[config.mk]
export PLATFORM = sky130hd
export DESIGN_NAME = rv_wbarb
export DESIGN_NICKNAME = d
export VERILOG_FILES = /design/src/rtl/rv_wbarb_pkg.sv /design/src/rtl/rv_wbfifo.sv /design/src/rtl/rv_wbarb.sv
export SDC_FILE = /design/constraint.sdc
export NUM_CORES = 1
export LEC_CHECK = 0
export BUFFER_PORTS_ARGS = -buffer_cell sky130_fd_sc_hd__buf_2
export CORE_MARGIN = 5
export CORE_UTILIZATION = 35
export CTS_CLUSTER_DIAMETER = 150
export DETAILED_ROUTE_END_ITERATION = 7
export PLACE_DENSITY_LB_ADDON = 0.2
export SYNTH_ARGS = -nofsm -noshare
export SYNTH_HDL_FRONTEND = slang
export SYNTH_SLANG_ARGS = --single-unit
[constraint.sdc]
create_clock -name clk -period 9.1 [get_ports clk]
set_input_delay 0 -clock clk [delete_from_list [all_inputs] [get_ports clk]]
set_output_delay 0 -clock clk [all_outputs]
set_load 0.01 [all_outputs]
[src/rtl/rv_wbarb_pkg.sv]
// Shared types for the write-back arbiter: register index/data words and the
// completion-buffer entry, plus the "does this index name a real register" test.
package rv_wbarb_pkg;

  typedef logic [4:0]  u5_t;
  typedef logic [31:0] u32_t;

  typedef struct packed {
    u5_t  rd;
    u32_t wd;
  } wbent_t;

  // r0 is hard-wired and indices past the tracked file have no storage.
  function automatic logic rd_valid(input u5_t rd, input int nregs);
    return (rd != 5'd0) && ({27'd0, rd} < 32'(nregs));
  endfunction

endpackage

[src/rtl/rv_wbfifo.sv]
// In-order completion buffer. Head is read straight from the entry registers so
// a completion accepted on one edge can be written back on the very next edge.
module rv_wbfifo
  import rv_wbarb_pkg::*;
#(
  parameter int Depth = 2
) (
  input  logic                         clk,
  input  logic                         xreset,
  input  logic                         push,
  input  wbent_t                       wdata,
  input  logic                         pop,
  output wbent_t                       head,
  output logic [$clog2(Depth+1)-1:0]   count,
  output logic                         full,
  output logic                         empty
);

  localparam int CW = $clog2(Depth + 1);
  localparam int PW = (Depth > 1) ? $clog2(Depth) : 1;

  logic [PW-1:0] wr_ptr_q, wr_ptr_d;
  logic [PW-1:0] rd_ptr_q, rd_ptr_d;
  logic [CW-1:0] count_q, count_d;
  logic          do_push, do_pop;
  wbent_t        mem_q [Depth];

  function automatic logic [PW-1:0] ptr_inc(input logic [PW-1:0] ptr);
    return (ptr == PW'(Depth - 1)) ? '0 : ptr + PW'(1);
  endfunction

  assign full    = (count_q == CW'(Depth));
  assign empty   = (count_q == '0);
  assign count   = count_q;
  assign head    = mem_q[rd_ptr_q];
  assign do_push = push && !full;
  assign do_pop  = pop && !empty;

  always_comb begin
    wr_ptr_d = do_push ? ptr_inc(wr_ptr_q) : wr_ptr_q;
    rd_ptr_d = do_pop  ? ptr_inc(rd_ptr_q) : rd_ptr_q;
    unique case ({do_push, do_pop})
      2'b10:   count_d = count_q + CW'(1);
      2'b01:   count_d = count_q - CW'(1);
      default: count_d = count_q;
    endcase
  end

  always_ff @(posedge clk) begin
    if (!xreset) begin
      wr_ptr_q <= '0;
      rd_ptr_q <= '0;
      count_q  <= '0;
    end else begin
      wr_ptr_q <= wr_ptr_d;
      rd_ptr_q <= rd_ptr_d;
      count_q  <= count_d;
    end
  end

  // Entries are cleared on reset so the head never carries unknown data.
  for (genvar gi = 0; gi < Depth; gi++) begin : g_ent
    always_ff @(posedge clk) begin
      if (!xreset) begin
        mem_q[gi] <= '0;
      end else if (do_push && (wr_ptr_q == PW'(gi))) begin
        mem_q[gi] <= wdata;
      end
    end
  end

endmodule

[src/rtl/rv_wbarb.sv]
// Register-file write-port arbiter: pipeline results first, buffered long-latency
// completions otherwise, with a per-register busy scoreboard for decode stalls.
module rv_wbarb
  import rv_wbarb_pkg::*;
#(
  parameter int Nregs = 16,
  parameter int Depth = 2
) (
  input  logic        clk,
  input  logic        xreset,
  input  logic        p_we,
  input  logic [4:0]  p_rd,
  input  logic [31:0] p_wd,
  input  logic        l_iss,
  input  logic [4:0]  l_ird,
  input  logic        l_vld,
  input  logic [4:0]  l_rd,
  input  logic [31:0] l_wd,
  output logic        l_rdy,
  input  logic [4:0]  ars1,
  input  logic [4:0]  ars2,
  input  logic [4:0]  ard,
  output logic        busy1,
  output logic        busy2,
  output logic        busyd,
  output logic [4:0]  awd,
  output logic        we,
  output logic [31:0] wd
);

  localparam int CW = $clog2(Depth + 1);

  logic                 p_fire, pop, push;
  logic                 fifo_full, fifo_empty;
  logic [CW-1:0]        fifo_count_unused;
  wbent_t               head;
  logic [Nregs-1:0]     busy_q, busy_d;
  logic [31:0]          busy_ext;

  // l_rdy depends only on registered occupancy and reset, never on l_vld.
  assign l_rdy  = xreset && !fifo_full;
  assign push   = l_vld && l_rdy;
  assign p_fire = xreset && p_we && rd_valid(p_rd, Nregs);
  assign pop    = xreset && !p_fire && !fifo_empty;

  rv_wbfifo #(
    .Depth (Depth)
  ) u_fifo (
    .clk    (clk),
    .xreset (xreset),
    .push   (push),
    .wdata  ('{rd: l_rd, wd: l_wd}),
    .pop    (pop),
    .head   (head),
    .count  (fifo_count_unused),
    .full   (fifo_full),
    .empty  (fifo_empty)
  );

  // A popped entry for r0 or an untracked index still drains, just without a write.
  always_comb begin
    we  = 1'b0;
    awd = '0;
    wd  = '0;
    if (p_fire) begin
      we  = 1'b1;
      awd = p_rd;
      wd  = p_wd;
    end else if (pop && rd_valid(head.rd, Nregs)) begin
      we  = 1'b1;
      awd = head.rd;
      wd  = head.wd;
    end
  end

  // Bit 0 is never set; an issue landing on the same edge as the drain keeps the bit.
  for (genvar gi = 0; gi < Nregs; gi++) begin : g_sb
    if (gi == 0) begin : g_zero
      assign busy_d[gi] = 1'b0;
    end else begin : g_reg
      logic set_hit, clr_hit;
      assign set_hit    = l_iss && (l_ird == 5'(gi));
      assign clr_hit    = pop && (head.rd == 5'(gi));
      assign busy_d[gi] = set_hit ? 1'b1 : (clr_hit ? 1'b0 : busy_q[gi]);
    end
  end

  always_ff @(posedge clk) begin
    if (!xreset) begin
      busy_q <= '0;
    end else begin
      busy_q <= busy_d;
    end
  end

  for (genvar gi = 0; gi < 32; gi++) begin : g_bext
    if (gi > 0 && gi < Nregs) begin : g_in
      assign busy_ext[gi] = busy_q[gi];
    end else begin : g_out
      assign busy_ext[gi] = 1'b0;
    end
  end

  assign busy1 = xreset && busy_ext[ars1];
  assign busy2 = xreset && busy_ext[ars2];
  assign busyd = xreset && busy_ext[ard];

endmodule

==> results.md, run 1 <==
- DIE AREA: roughly 0.017 mm^2
- Post-synth EDFFs: 74
- Pin count of the biggest net entering global routing: 38
- GRT Total Usage: 15.1%
- Rows: 44
- Htree depth: 3
- Clock Sink Count: 94
- Pre-CTS WS: between 6 and 7 ns
- Post-route antenna net violation count: 0
- Dpl cells: approximately 760
- Dpl hpwl: roughly 9400 um
- Setup violations, final: 0
- Fmax: roughly 430 MHz
- PostCTS Resize Cnt: 0
- Startpoint types: flip-flop
- Hold Vio Cnt, Final: 0
- Final std cells w/o fill: about 820
- Seq cells post-synth: 94
- RSZ-0062 raised after global routing: no
- Sequential Power Share: 42.6%
- Reg2Reg Setup Slack: around 7 ns
- Total CTS buffers: 9
- Die W: 131 um
- Clk Latency, worst-skew pair: roughly 0.34 ns
- Switching fraction of total power: ~30%
- Final Instance Area: roughly 0.0067 mm^2
- Final worst setup slack: around 6.8 ns
- Commonest non-fill, non-tap cell in the layout: buf_2
- Area grow syn2layout: 31.2%
- Pwr/cell area: roughly 190 mW/mm^2
- TritonCTS clock tree: yes
- Static Leak: 2.67 nW
- Status: finished clean
- Sum Neg Setup Slack: 0 ns
- I/O pins: roughly 140
- First-pass GRT wire length: ~20000 um
- Drt first pass iters: 5
- Reg2reg end: u_fifo.mem_q[1][34]
- Crit. End Element: output pin
- Finished Core Util: 46.5%
- Final min period: between 2 and 2.5 ns
- Die Y-Extent: about 130 um
- Period utilization: about 26%
- Routed vias: 3993
- Fin Clk Skew: between 0.006 and 0.007 ns
- Synth Area per Inst: around 11 um^2
- Final Power: approximately 1.3 mW
- Hold Path Class: in2reg
- Maximum vdd drop: approximately 0.083 mV
- Synth Cell Area: 0.00509 mm^2
- Logic gate share of total power: between 20% and 30%
- Port bufs: 139
- Final-stage net count: roughly 730
- Vias in the first global route: just under 4000
- Initial Util: a little over a third
- WL/cell: ~16 um
- Max-Cap Viols: 0
- Worst hold slack: slightly above 0.02 ns
- Int Pwr: 0.880 mW
- R2r worst-path depth: 3
- Avg Vias per Cell: between 4 and 5
- CORE AREA: 0.0144 mm^2
- WS Path Type: reg2out
- Worst Tran Pin Value: around 0.91 ns
- Worst Path Arrival: 2.33 ns
- Root Buffer: clkbuf_16
- Final Slew Violations: 0
- Overflow left after global routing: 0
- Capture point of the worst path: awd[3]
- Synth Flop Type: edfxtp_1
- Yosys cell types: 50
- Worst R2R Start: u_fifo.count[0]
- Clock transition at path regs: about 0.06 ns
- Async SR Flop Fraction: 0%
- Drt initial violations: around 160
- Most frequent cells in the layout: buf_2, and2_1, edfxtp_1
- Diodes inserted: 0
- CTS Buffer Depth: 2
- Dpl cell area: a little under 0.006 mm^2
- Share of cells above drive strength 1: roughly 31%
- Worst-path fanout max: 36
- Gpl congestion: between 0.7 and 0.8
- NetSw: about 0.37 mW
- Syn_nets: ~550
- Mapped Cells: 453
- Residual DRC: 0
- Sequential element share of the synthesized area: around 52%
- Final WL: ~13000 um
- Slew headroom: roughly 39%
- Initial antenna violation count: 0
- Required @ worst endpoint: between 9 and 10 ns
- YS warnings: 0
- Fillers: around 1400
- Part of the power in the clock network: 31.7%
worst max-delay path, stage by stage (launching register included):
cell and delay [ns]:
dfxtp_2 0.48, mux2i_1 0.38, o211ai_4 0.19, o21bai_4 0.21
buf_4 0.32, o21ai_2 0.25, buf_2 0.16
cells by family (layout without fill, tap and decap cells):
| family | count (synthesis) | in the layout | share of synthesized area, % |
|---|---|---|---|
| muxes | 54 | 54 | 12.1 |
| and+or+nand+nor | 171 | 171 | 18.8 |
| adders and majority gates | 1 | 1 | 0.246 |
| buffers and inverters | 30 | 208 | 3.10 |
| DFF | 94 | 94 | 51.5 |
| other | 1 | 1 | 0.0737 |
| xor gates and xnor gates | 3 | 3 | 0.517 |
| AOI/OAI and AO/OA | 99 | 99 | 13.7 |
what timing repair did:
| action | 4_1_cts | 5_1_grt |
|---|---|---|
| hold endpoints to repair | 77 | 0 |
| hold buffers | 40 | 0 |
| setup buffers | 0 | 0 |
| endpoints found under the setup margin | 0 | 0 |
state kept, by name, summed over array words and instances, names as in the netlist, named ones only:
name,cells
busy_q,15
u_fifo.mem_q,74
u_fifo.count,2
u_fifo.rd_ptr_q,1
u_fifo.wr_ptr_q,1
Yosys cell counts, drive strengths merged (2+ instances only):
library cell | n | area [um^2]
clkbuf | 14 | 57.6
edfxtp | 74 | 2220
a32oi | 2 | 17.5
dfxtp | 20 | 400
buf | 10 | 77.6
nand3b | 6 | 45.0
a21oi | 23 | 115
o221ai | 2 | 17.5
o41ai | 2 | 17.5
inv | 6 | 22.5
nor4b | 2 | 17.5
nor4bb | 4 | 40.0
xnor2 | 2 | 17.5
o21ai | 49 | 339
o31ai | 6 | 45.0
o2111ai | 2 | 17.5
and4b | 2 | 20.0
o211ai | 5 | 51.3
o21a | 3 | 22.5
mux4 | 5 | 124
nor2b | 5 | 31.3
nor2 | 12 | 45.0
nor3b | 2 | 15.0
mux2i | 49 | 490
nor4 | 2 | 27.5
nand3 | 7 | 35.0
and2 | 74 | 463
nand2 | 51 | 191
power groups by stage:
stage          sequential [mW]  clock (mW)  combinational (mW)
2_1_floorplan            0.529           0               0.232
3_3_place_gp             0.539           0               0.307
3_5_place_dp             0.541           0               0.313
4_1_cts                  0.532       0.402               0.327
5_1_grt                  0.537       0.421               0.351
6_report                 0.532       0.396               0.322
per-layer routing:
layer,part of all wire (%),vias up,track usage (%),routed length [um]
li1,-,2012,-,-
met5,0,-,0,0
met4,0.75,0,3.93,98
met1,44,1872,19.6,5720
met3,5.6,7,2.72,727
met2,50,102,25.9,6540
area by class of cell:
class / count / area [um^2] / area share (%)
clock inverter: 7 / 88.8 / 1.33
sequential: 94 / 2620 / 39.3
multi-input combinational: 329 / 2340 / 35.0
clock buffer: 9 / 225 / 3.37
inverter: 6 / 22.5 / 0.337
timing repair buffer: 186 / 1150 / 17.2
tap: 184 / 230 / 3.45
worst min path at each step:
stage          startpoint        end  slack [ns]  cells past startpoint
2_1_floorplan     ars1[4]      busy1        0.09                      1
3_5_place_dp     p_wd[25]     wd[25]        0.28                      4
4_1_cts          l_ird[1]  busy_q[4]        0.02                      4
5_1_grt          l_ird[0]  busy_q[4]        0.04                      4
6_report         l_ird[1]  busy_q[4]        0.02                      4
3_3_place_gp      ars2[3]      busy2        0.28                      3
(Power assumes the default switching activity.)
==> run 2, diff against run 1 <==
Settings changed: ABC_AREA set to 1.
Clock period 9.1 ns to 1.9 ns, I/O delays scaled along.
==> run 2 against run 1 <==
Effect of this change: synthesized cell count grew 34%; clock skew increased by 0.0011 ns; sequential share of layout area down 0.94 points; critical path type is now in2out; highest routed layer unchanged.
==> results.md, run 2 <==
- Worst R2R Start: u_fifo.count[0]
- Initial Util: 35.7% (+0.29 points)
- Commonest non-fill, non-tap cell in the layout: buf_2
- Gpl congestion: 0.874 (+10%)
- Setup violations, final: 0 (unchanged)
- YS warnings: 0 (unchanged)
- Crit. End Element: output pin
- Overflow left after global routing: 0 (unchanged)
- Avg Vias per Cell: 4.74 (-3.3%)
- CP delay by family, top: buffers and inverters
- Critical Path Source: xreset
- Worst-path fanout max: 14 (-61%)
- Area leader, netlist: edfxtp_1
- CORE AREA: 0.0145 mm^2 (+1.1%)
- Synth Area per Inst: 8.56 um^2 (-24%)
- Hold Path Class: in2reg
- Clock Sink Count: 94 (unchanged)
- Vias in the first global route: 4542 (+15%)
- Pwr/cell area: 863 mW/mm^2 (+360%)
- Drt initial violations: 262 (+67%)
- GRT Total Usage: 16.1% (+1.0 points)
- DIE AREA: 0.0174 mm^2 (+1.8%)
- Slowest stage delay, CP: 0.54 ns (+0.06 ns)
- Synth area leaders: edfxtp_1, nand2_1, dfxtp_1
- Rows: 44 (unchanged)
- Worst Path Arrival: 1.78 ns (-0.55 ns)
- Uppermost routed layer: met4
- Clock transition at path regs: 0.06 ns (about the same)
- Static Leak: 3.15 nW (+18%)
- Worst hold stages: 4 (unchanged)
- Mapped Cells: 606 (+34%)
- Required @ worst endpoint: 1.90 ns (-7.20 ns)
- Final Slew Violations: 0 (unchanged)
- Sum Neg Setup Slack: 0 ns (unchanged)
- Dpl hpwl: 10200 um (+8.1%)
- Routed vias: 4634 (+16%)
- Startpoint types: input port
- Share of cells above drive strength 1: 27.5% (-3.6 points)
- Slowest CP cell: dlygate4sd3_1
- Synth Cell Area: 0.00519 mm^2 (+2.0%)
- WL/cell: 14.3 um (-11%)
- Synth top cells by count: nand2_1, nor2_1, inv_1, edfxtp_1, nand3_1
- Reg2Reg Setup Slack: 0.27 ns (-6.59 ns)
- Initial antenna violation count: 0 (unchanged)
- Period utilization: 93.5%
- Final WL: 14000 um (+6.7%)
- WS Path Type: in2out
- TritonCTS clock tree: yes
- CTS Buffer Depth: 2 (unchanged)
- Top cell type's share of synthesized area: 42.8% (-0.85 points)
- Hold Path End: busy_q[1]
- Total CTS buffers: 9 (unchanged)
- CP dominant cell by count: nand2_2
- Status: finished clean
- Area grow syn2layout: 32.0%
- Post-route antenna net violation count: 0 (unchanged)
- Syn_nets: 706 (+28%)
- Fmax: between 500 and 600 MHz
- Synth Flop Type: edfxtp_1
- Root Buffer: clkbuf_16
- I/O pins: 141 (unchanged)
- Met2 WL post-DR: 6450 um (-1.5%)
- Port bufs: 139 (unchanged)
- Residual DRC: 0 (unchanged)
- Diodes inserted: 0 (unchanged)
- Die Y-Extent: 132 um (+0.92%)
- Hold_sp: l_ird[2]
- First-pass GRT wire length: 22900 um (+15%)
- Fin Clk Skew: 0.00717 ns (+0.00111 ns)
- Reg2reg end: u_fifo.count[1]
- Most numerous cell in the Yosys netlist: nand2_1
- Final min period: ~1.8 ns
- Die W: 132 um (+0.92%)
- Most frequent cells in the layout: buf_2, nand2_1, nor2_1
- Clk Latency, worst-skew pair: 0.34 ns (about the same)
- Htree depth: 3 (unchanged)
- Reg with most FFs: u_fifo.mem_q
- Buf/Inv on CP: 5 (+3)
- Post-synth EDFFs: 74 (unchanged)
- Largest register FFs: 74 (unchanged)
- Final-stage net count: 889 (+22%)
- RSZ-0062 raised after global routing: no
- R2r worst-path depth: 10 (+7)
- Worst hold slack: 0.0267 ns (+0.00592 ns)
- Wl on met1: 6630 um (+16%)
- Pin count of the biggest net entering global routing: 38 (unchanged)
- Max-Cap Viols: 0 (unchanged)
- Sequential element share of the synthesized area: 50.5% (-1.0 points)
- Drt first pass iters: 4 (-1)
- Async SR Flop Fraction: 0% (unchanged)
- Maximum vdd drop: 0.391 mV (+370%)
- Critical-path cell list: dlygate4sd3_1 > clkbuf_4 > nand2_2 > nor2_4 > nand2_2 > nand2_2 > inv_4 > nand3_4 > buf_12 > o21ai_0 > buf_2
- Hold Vio Cnt, Final: 0 (unchanged)
- Yosys cell types: 30 (-40%)
- Met3 WL: 743 um (+2.2%)
- Seq cells post-synth: 94 (unchanged)
run 2: where the power goes:
part           internal (mW)  leakage, nW  switching (mW)
Clock                  0.965        0.137           0.775
Combinational          0.674         2.07            1.02
Sequential              2.41        0.938          0.0765
Total                   4.05         3.15            1.87
run 2: stage by stage:
step                std cells  setup WS [ns]  cell area [um^2]  utilization (%)  power, mW
floorplan                 606         0.0312              5200                -       3.62
global placement          918          0.308              6100             42.0       4.10
detailed placement        918          0.222              6100             42.0       4.13
CTS                       978         0.0308              6840             47.1       5.97
global route              978        0.00785              6850             47.1       6.23
finish                    978          0.123              6850             47.1       5.91
run 2: worst max path at each step:
| stage | endpoint | slack (ns) | cells past startpoint |
|---|---|---|---|
| after detailed placement | u_fifo.count[1] | 0.22 | 10 |
| after CTS | awd[1] | 0.03 | 8 |
| after floorplan | u_fifo.mem_q[1][0] | 0.03 | 6 |
| after global routing | wd[0] | 0.008 | 11 |
| final | awd[1] | 0.12 | 11 |
| after global placement | u_fifo.count[1] | 0.31 | 10 |
run 2: tightest hold or removal path, stage by stage:
cell and delay, ns:
buf_2 0.11, nor2_1 0.08, nand2_1 0.07, a21oi_1 0.06
run 2: cell families (layout without fill, tap and decap cells):
group	Yosys count	after routing	share of synthesized area [%]
simple gates	287	287	23.4
buf+inv	114	302	9.60
flops	94	94	50.5
compound gates	76	76	9.84
mux	32	32	6.17
fa+ha+maj	1	1	0.241
other cells	1	1	0.0723
xor+xnor	1	1	0.169
run 2: routing by layer:
| metal | vias up | global-route usage (%) |
|---|---|---|
| li1 | 2349 | - |
| met1 | 2148 | 22.1 |
| met2 | 124 | 25.3 |
| met3 | 13 | 3.40 |
| met4 | 0 | 5.71 |
| met5 | - | 0 |
run 2: area by class of cell:
type / instances / area, um^2
fill: 1448 / 7680
sequential: 94 / 2630
multi-input combinational: 398 / 2080
timing repair buffer: 199 / 1300
inverter: 87 / 329
clock buffer: 12 / 256
tap: 184 / 230
clock inverter: 4 / 28.8
run 2: what timing repair did:
item / 4_1_cts / 5_1_grt
setup buffers: 1 / 0
hold buffers: 43 / 0
endpoints found under the hold margin: 79 / 0
pin swaps: 0 / 0
resized for setup: 1 / 8
setup endpoints to repair: 29 / 37
